`src/rtl/register_file.sv`:
```
// register_file: DEPTH x WIDTH general-purpose register file for the arRISCado core.
// One synchronous byte-strobed write port and two independent combinational read ports.
// Entry 0 can be hardwired to zero (RISC-V x0), and an optional bypass forwards the
// write being committed this cycle to the read ports.
//
// Ports:
//   clk            rising-edge clock
//   rst_n          asynchronous active-low reset; clears every entry, forces reads to 0
//   we             write enable
//   waddr          write address
//   wdata          write data
//   wstrb          byte write strobes, bit k covers wdata[8k+7:8k]
//   raddr1/rdata1  read port 1 (combinational)
//   raddr2/rdata2  read port 2 (combinational)
module register_file #(
  parameter int unsigned  WIDTH    = 32,
  parameter int unsigned  DEPTH    = 32,
  parameter bit           ZERO_REG = 1'b1,
  parameter bit           BYPASS   = 1'b1,
  localparam int unsigned ADDR_W   = $clog2(DEPTH)
) (
  input  logic                 clk,
  input  logic                 rst_n,
  input  logic                 we,
  input  logic [ADDR_W-1:0]    waddr,
  input  logic [WIDTH-1:0]     wdata,
  input  logic [WIDTH/8-1:0]   wstrb,
  input  logic [ADDR_W-1:0]    raddr1,
  output logic [WIDTH-1:0]     rdata1,
  input  logic [ADDR_W-1:0]    raddr2,
  output logic [WIDTH-1:0]     rdata2
);

  localparam int unsigned     NumBytes = WIDTH / 8;
  // One extra bit so the range check also works when DEPTH is a power of two.
  localparam logic [ADDR_W:0] DepthW   = (ADDR_W + 1)'(DEPTH);

  logic [WIDTH-1:0] mem_q [DEPTH];
  logic [WIDTH-1:0] mem_d [DEPTH];
  logic             wr_ok;
  logic [WIDTH-1:0] stored1;
  logic [WIDTH-1:0] stored2;

  // Replace the bytes of old_val selected by strb with the matching bytes of new_val.
  function automatic logic [WIDTH-1:0] merge_bytes(input logic [WIDTH-1:0]    old_val,
                                                   input logic [WIDTH-1:0]    new_val,
                                                   input logic [NumBytes-1:0] strb);
    logic [WIDTH-1:0] res;
    res = old_val;
    for (int unsigned k = 0; k < NumBytes; k++) begin
      if (strb[k]) begin
        res[8*k +: 8] = new_val[8*k +: 8];
      end
    end
    return res;
  endfunction

  // An address names a real, writable entry: in range and not the hardwired zero.
  function automatic logic addr_live(input logic [ADDR_W-1:0] a);
    return ({1'b0, a} < DepthW) && !(ZERO_REG && (a == '0));
  endfunction

  // A write that will actually land at the next edge; also the bypass qualifier.
  assign wr_ok = rst_n && we && addr_live(waddr);

  always_comb begin
    for (int unsigned e = 0; e < DEPTH; e++) begin
      mem_d[e] = mem_q[e];
      if (wr_ok && (waddr == ADDR_W'(e))) begin
        mem_d[e] = merge_bytes(mem_q[e], wdata, wstrb);
      end
    end
  end

  always_ff @(posedge clk or negedge rst_n) begin
    if (!rst_n) begin
      for (int unsigned e = 0; e < DEPTH; e++) begin
        mem_q[e] <= '0;
      end
    end else begin
      for (int unsigned e = 0; e < DEPTH; e++) begin
        mem_q[e] <= mem_d[e];
      end
    end
  end

  // Stored-word selection; out-of-range addresses match no entry and stay 0.
  always_comb begin
    stored1 = '0;
    stored2 = '0;
    for (int unsigned e = 0; e < DEPTH; e++) begin
      if (raddr1 == ADDR_W'(e)) begin
        stored1 = mem_q[e];
      end
      if (raddr2 == ADDR_W'(e)) begin
        stored2 = mem_q[e];
      end
    end
  end

  always_comb begin
    rdata1 = '0;
    if (rst_n && addr_live(raddr1)) begin
      rdata1 = stored1;
      if (BYPASS && wr_ok && (waddr == raddr1)) begin
        rdata1 = merge_bytes(stored1, wdata, wstrb);
      end
    end
  end

  always_comb begin
    rdata2 = '0;
    if (rst_n && addr_live(raddr2)) begin
      rdata2 = stored2;
      if (BYPASS && wr_ok && (waddr == raddr2)) begin
        rdata2 = merge_bytes(stored2, wdata, wstrb);
      end
    end
  end

endmodule

```
`config.mk`:
```
export PLATFORM = sky130hd
export DESIGN_NAME = register_file
export DESIGN_NICKNAME = d
export VERILOG_FILES = /design/src/rtl/register_file.sv
export SDC_FILE = /design/constraint.sdc
export NUM_CORES = 2
export LEC_CHECK = 0
export BUFFER_PORTS_ARGS = -buffer_cell sky130_fd_sc_hd__buf_2
export CORE_UTILIZATION = 45
export DETAILED_ROUTE_END_ITERATION = 7
export PLACE_DENSITY_LB_ADDON = 0.3
export SLEW_MARGIN = 20
export SYNTH_ARGS = -nofsm -noshare
export SYNTH_HDL_FRONTEND = slang
export SYNTH_SLANG_ARGS = --single-unit
```
`constraint.sdc`:
```
create_clock -name clk -period 4.8 [get_ports clk]
set_clock_uncertainty 0.15 [all_clocks]
set_input_delay 1.2 -clock clk [delete_from_list [all_inputs] [get_ports clk]]
set_output_delay 1.2 -clock clk [all_outputs]
set_load 0.05 [all_outputs]
```
==> flow_metrics.tcl, run 1 <==
set metrics [dict create \
    status "aborted with a tool error" \
    haltStage "detailed routing (5_2_route)" \
    error "[ERROR DRT-1231] Pin mem_q\\[665\\]$_DFFE_PN0P_/RESET_B does not have access point" \
    cts_sinks 1024 \
    portBuffers 117 \
    cts_made_buffers 112 \
    grt_pass1_vias 57890 \
    dp_hpwl_mm 283.1 \
    clock_path_buffers 3 \
    yosysUniqueCellTypes 95 \
    rows 128 \
    die_w_um 352.8 \
    grt_pass1_wl_mm 502.9 \
    ys.flop_type "dfrtp_1" \
    numPlacedInstances 7682 \
    netlist_area_sq_um 55390 \
    start_util_pct 45.45 \
    yosysWarningCount 0 \
    grt_overflow 0 \
    root_buffer "clkbuf_16" \
    grt_usage_pct 59.58 \
    yosysSeqAreaShare_pct 46.26 \
    htree_levels 3 \
    async_reset_ff_share_pct 100.0 \
    worst_endpoint_kind "primary output" \
    place_congestion 1.249 \
    syn-instance-count 5156 \
    grt_antenna_before_repair 42 \
    synth_nets 5210 \
    synth_edf_count 0 \
    grt_max_degree 166 \
    die_h_um 352.8 \
    synth-seq-cells 1024 \
    io_pins 118 \
    worstEndpointGrtRepair "rdata2[7]" \
    synth.avg_cell_area_sq_um 10.74 \
]
-- cells in the mapped netlist, types with 10 or more instances --
library cell / instances / area, sq um
a2111oi_0: 15 / 131.4
a211oi_1: 29 / 217.7
a21o_1: 13 / 97.59
a21oi_1: 254 / 1271
a221o_1: 21 / 210.2
a221oi_1: 60 / 525.5
a222oi_1: 30 / 300.3
a22o_1: 42 / 367.9
a22oi_1: 482 / 3618
a31oi_1: 32 / 200.2
a32oi_1: 22 / 192.7
and2_1: 18 / 112.6
and3_1: 36 / 225.2
buf_1: 14 / 52.55
buf_2: 174 / 870.8
buf_4: 24 / 180.2
clkbuf_1: 228 / 855.8
dfrtp_1: 1024 / 25620
inv_1: 17 / 63.81
mux2_2: 977 / 11000
mux2i_1: 66 / 660.6
mux4_2: 11 / 247.7
nand2_1: 428 / 1607
nand2_2: 12 / 75.07
nand2b_1: 28 / 175.2
nand3_1: 95 / 475.5
nand3b_1: 10 / 75.07
nand4_1: 77 / 481.7
nor2_1: 227 / 852.1
nor2_2: 21 / 131.4
nor2b_1: 26 / 162.7
nor3_1: 82 / 410.4
nor4_1: 27 / 168.9
o2111ai_1: 11 / 96.34
o211ai_1: 47 / 352.8
o21ai_0: 198 / 991.0
o221ai_1: 21 / 183.9
o22ai_1: 54 / 337.8
o2bb2ai_1: 14 / 122.6
o31ai_1: 10 / 75.07
or3_1: 13 / 81.33
or4_1: 10 / 75.07
-- per-stage QoR --
stage	setup slack, ns	utilization, %	hold WS (ns)	instance area (sq um)
2_1_floorplan	-0.1931	-	0.2920	55640
3_3_place_gp	-1.248	56.91	0.2279	69360
3_5_place_dp	-1.154	56.91	0.2379	69360
4_1_cts	-0.1456	63.63	0.2528	77540
5_1_grt	-0.3655	65.48	0.2667	79810
-- cell families after synthesis --
| family | after synthesis | share of synthesized area [%] |
|---|---|---|
| compound gates | 1434 | 18.07 |
| xor+xnor | 10 | 0.1581 |
| buf+inv | 464 | 3.754 |
| flops | 1024 | 46.26 |
| mux | 1054 | 21.50 |
| simple gates | 1170 | 10.25 |
-- what timing repair did --
action	CTS	global route
gates resized for setup	580	332
hold buffers	0	0
gates cloned	5	7
buffers inserted	160	89
pin swaps	188	219
setup endpoints to repair	64	64
-- layer usage --
metal and track usage, %:
met3 33.94, met2 76.40, met1 70.49, met4 50.76, met5 1.434
==> run 2: changes to the inputs <==
--- a/config.mk
+++ b/config.mk
@@ -6,9 +6,9 @@
 export NUM_CORES = 2
 export LEC_CHECK = 0
 export BUFFER_PORTS_ARGS = -buffer_cell sky130_fd_sc_hd__buf_2
-export CORE_UTILIZATION = 45
+export CORE_UTILIZATION = 30
 export DETAILED_ROUTE_END_ITERATION = 7
-export PLACE_DENSITY_LB_ADDON = 0.3
+export PLACE_DENSITY_LB_ADDON = 0.15
 export SLEW_MARGIN = 20
 export SYNTH_ARGS = -nofsm -noshare
 export SYNTH_HDL_FRONTEND = slang
==> flow_metrics.tcl, run 2 <==
set metrics [dict create \
    area_delta_synth_final_pct 49.25 \
    finalCritPeriodShare_pct 112.8 \
    ys.flop_type "dfrtp_1" \
    largest_register_ffs 1024 \
    netlist.area_leader.share_pct 46.26 \
    worst_skew_pair.late_latency_ns 0.80 \
    rows 157 \
    drt_iter0_markers 9091 \
    async_reset_ff_share_pct 100.0 \
    fin_crit_ns 5.412 \
    failed_checks "negative setup slack" \
    grt_antenna_before_repair 43 \
    reg_top3 "mem_q x1024" \
    portBuffers 117 \
    place_congestion 1.091 \
    path_clk_slew_ns 0.06 \
    synth.most_common_cell "dfrtp_1" \
    layout_commonest_cell "buf_4" \
    clock_path_buffers 3 \
    timing.rr.start "mem_q[838]" \
    fin_util_pct 45.10 \
    drive_gt1_share_pct 51.72 \
    rsz0062_at_grt "true" \
    r2r_end "mem_q[838]" \
    die_h_um 431.7 \
    p_leak_nw 37.50 \
    final_max_slew_viol_count 0 \
    critical_path_arrival_ns 4.06 \
    setup_viol 64 \
    htree_levels 4 \
    root_buffer "clkbuf_16" \
    yosysWarningCount 0 \
    synth.avg_cell_area_sq_um 10.74 \
    cts-hold-fix-buffers 0 \
    path_class "input port to output port" \
    finalPower_mw 25.14 \
    dp_hpwl_mm 329.4 \
    grt_overflow 0 \
    worst-path-buf-inv 5 \
    cts_made_buffers 130 \
    cts_tree "yes" \
    nets 6605 \
    cp_data_required_time_ns 3.45 \
    yosysSeqAreaShare_pct 46.26 \
    dr.pass1.iters 7 \
    drc 0 \
    irDropWorstVdd_mv 0.3073 \
    max_stage_delay_ns 0.77 \
    regToRegSetupSlack_ns 3.59 \
    totalWireLength_mm 430.2 \
    layout_common_cells "1,068 x buf_4, 1,024 x dfrtp_1, 977 x mux2_2" \
    relSlewSlack_pct 31.84 \
    synth_nets 5210 \
    power.density_nw_per_um2 304.1 \
    status "finished with violations" \
    holdPathStages 0 \
    dieArea_sq_um 186300 \
    cap_violations 0 \
    critPathSlowestCell "a222oi_1" \
    syn-instance-count 5156 \
    grt_max_degree 161 \
    hold_viol 0 \
    synth_edf_count 0 \
    worst_setup_path_start_kind "input port" \
    synth-seq-cells 1024 \
    grt_pass1_wl_mm 554.9 \
    cp-end-kind "output port" \
    die_w_um 431.7 \
    worst_pin_slew_ns 1.022 \
    worst_slack_ns -0.6124 \
    r2r_cells 1 \
    netlist_area_sq_um 55390 \
    min_from "mem_q[996]" \
    io_pins 118 \
    tns_ns -16.30 \
    holdCritPathClass "flop to flop" \
    crit_family "compound AO/OA/AOI/OAI gates" \
    cts_sinks 1024 \
    wl_per_cell_um 47.10 \
    yosysTopAreaCell "dfrtp_1" \
    grt_pass1_vias 56270 \
    grt_usage_pct 45.07 \
    holdWs_ns 0.2481 \
    yosys-top-cells-count "1,024 x dfrtp_1, 977 x mux2_2, 482 x a22oi_1" \
    cp_max_fo 6 \
    path_cells "buf_12 -> buf_8 -> buf_4 -> nand3b_4 -> nor2_4 -> a22oi_1 -> nand4_1 -> o221ai_2 -> a222oi_1 -> buf_4 -> o21a_4 -> buf_12" \
    start_util_pct 30.22 \
    yosysUniqueCellTypes 95 \
    synthTopCellsByArea "dfrtp_1 46%, mux2_2 20%, a22oi_1 6.5%" \
    antenna_left 0 \
    worstHoldEndpoint "mem_q[996]" \
    via_per_inst 6.485 \
    pre_cts_ws_ns -1.066 \
    vias 59230 \
    core_area_sq_um 183300 \
    fmax_mhz 184.8 \
    top_register "mem_q" \
]
run 2: cell counts after synthesis:
No cell type changed its count.
run 2: worst max-delay path by stage:
| stage | cells after the start | end | slack [ns] | from |
|---|---|---|---|---|
| 3_3_place_gp | 11 | rdata1[16] | -1.09 | raddr1[1] |
| 4_1_cts | 14 | rdata1[4] | -0.53 | raddr1[4] |
| 5_1_grt | 14 | rdata1[4] | -0.55 | raddr1[4] |
| 2_1_floorplan | 9 | rdata2[4] | -0.19 | raddr2[2] |
| 3_5_place_dp | 11 | rdata1[16] | -1.07 | raddr1[1] |
| 6_report | 12 | rdata1[4] | -0.61 | raddr1[4] |
run 2: where the power goes:
group	internal, mW	switching [mW]
clock	6.53	4.29
sequential	9.31	0.965
combinational	1.69	2.36
run 2: per-layer routing:
metal | GRT usage, % | wire length [um] | up-vias
met5 | 0 | 157 | -
met4 | 32.59 | 39310 | 22
met3 | 12.31 | 46960 | 1456
met2 | 63.71 | 173900 | 4690
met1 | 58.88 | 169800 | 30540
li1 | - | - | 22520
run 2: timing repair:
item / in CTS / in global routing
gates cloned: 4 / 3
setup buffers: 200 / 104
endpoints found under the setup margin: 64 / 64
gates resized for setup: 697 / 322
pin swaps: 235 / 227
run 2: cell type report:
cell class	instances	area [sq um]
clock buffer	189	3913
inverter	20	78.83
fill	17370	100600
multi-input combinational	3668	30980
tap	2464	3083
sequential	1024	25620
antenna	18	45.04
clock inverter	43	718.2
timing repair buffer	1707	18220
run 2: logic make-up (layout without fill, tap and decap cells):
kind of cell           after synthesis  in the layout  synth area share [%]
AND/OR/NAND/NOR                   1170           1170                 10.25
buffers and inverters              464           1959                 3.754
AO/OA/AOI/OAI                     1434           1434                 18.07
multiplexers                      1054           1054                 21.50
flip-flops                        1024           1024                 46.26
other                                0             18                     0
XOR/XNOR                            10             10                0.1581
run 2: through the flow:
stage	cell area, sq um	cells
finish	82660	9133
global route	82630	9118
CTS	80570	9037
detailed placement	71090	8625
global placement	71090	8625
floorplan	55640	5156
(Power assumes the default switching activity.)
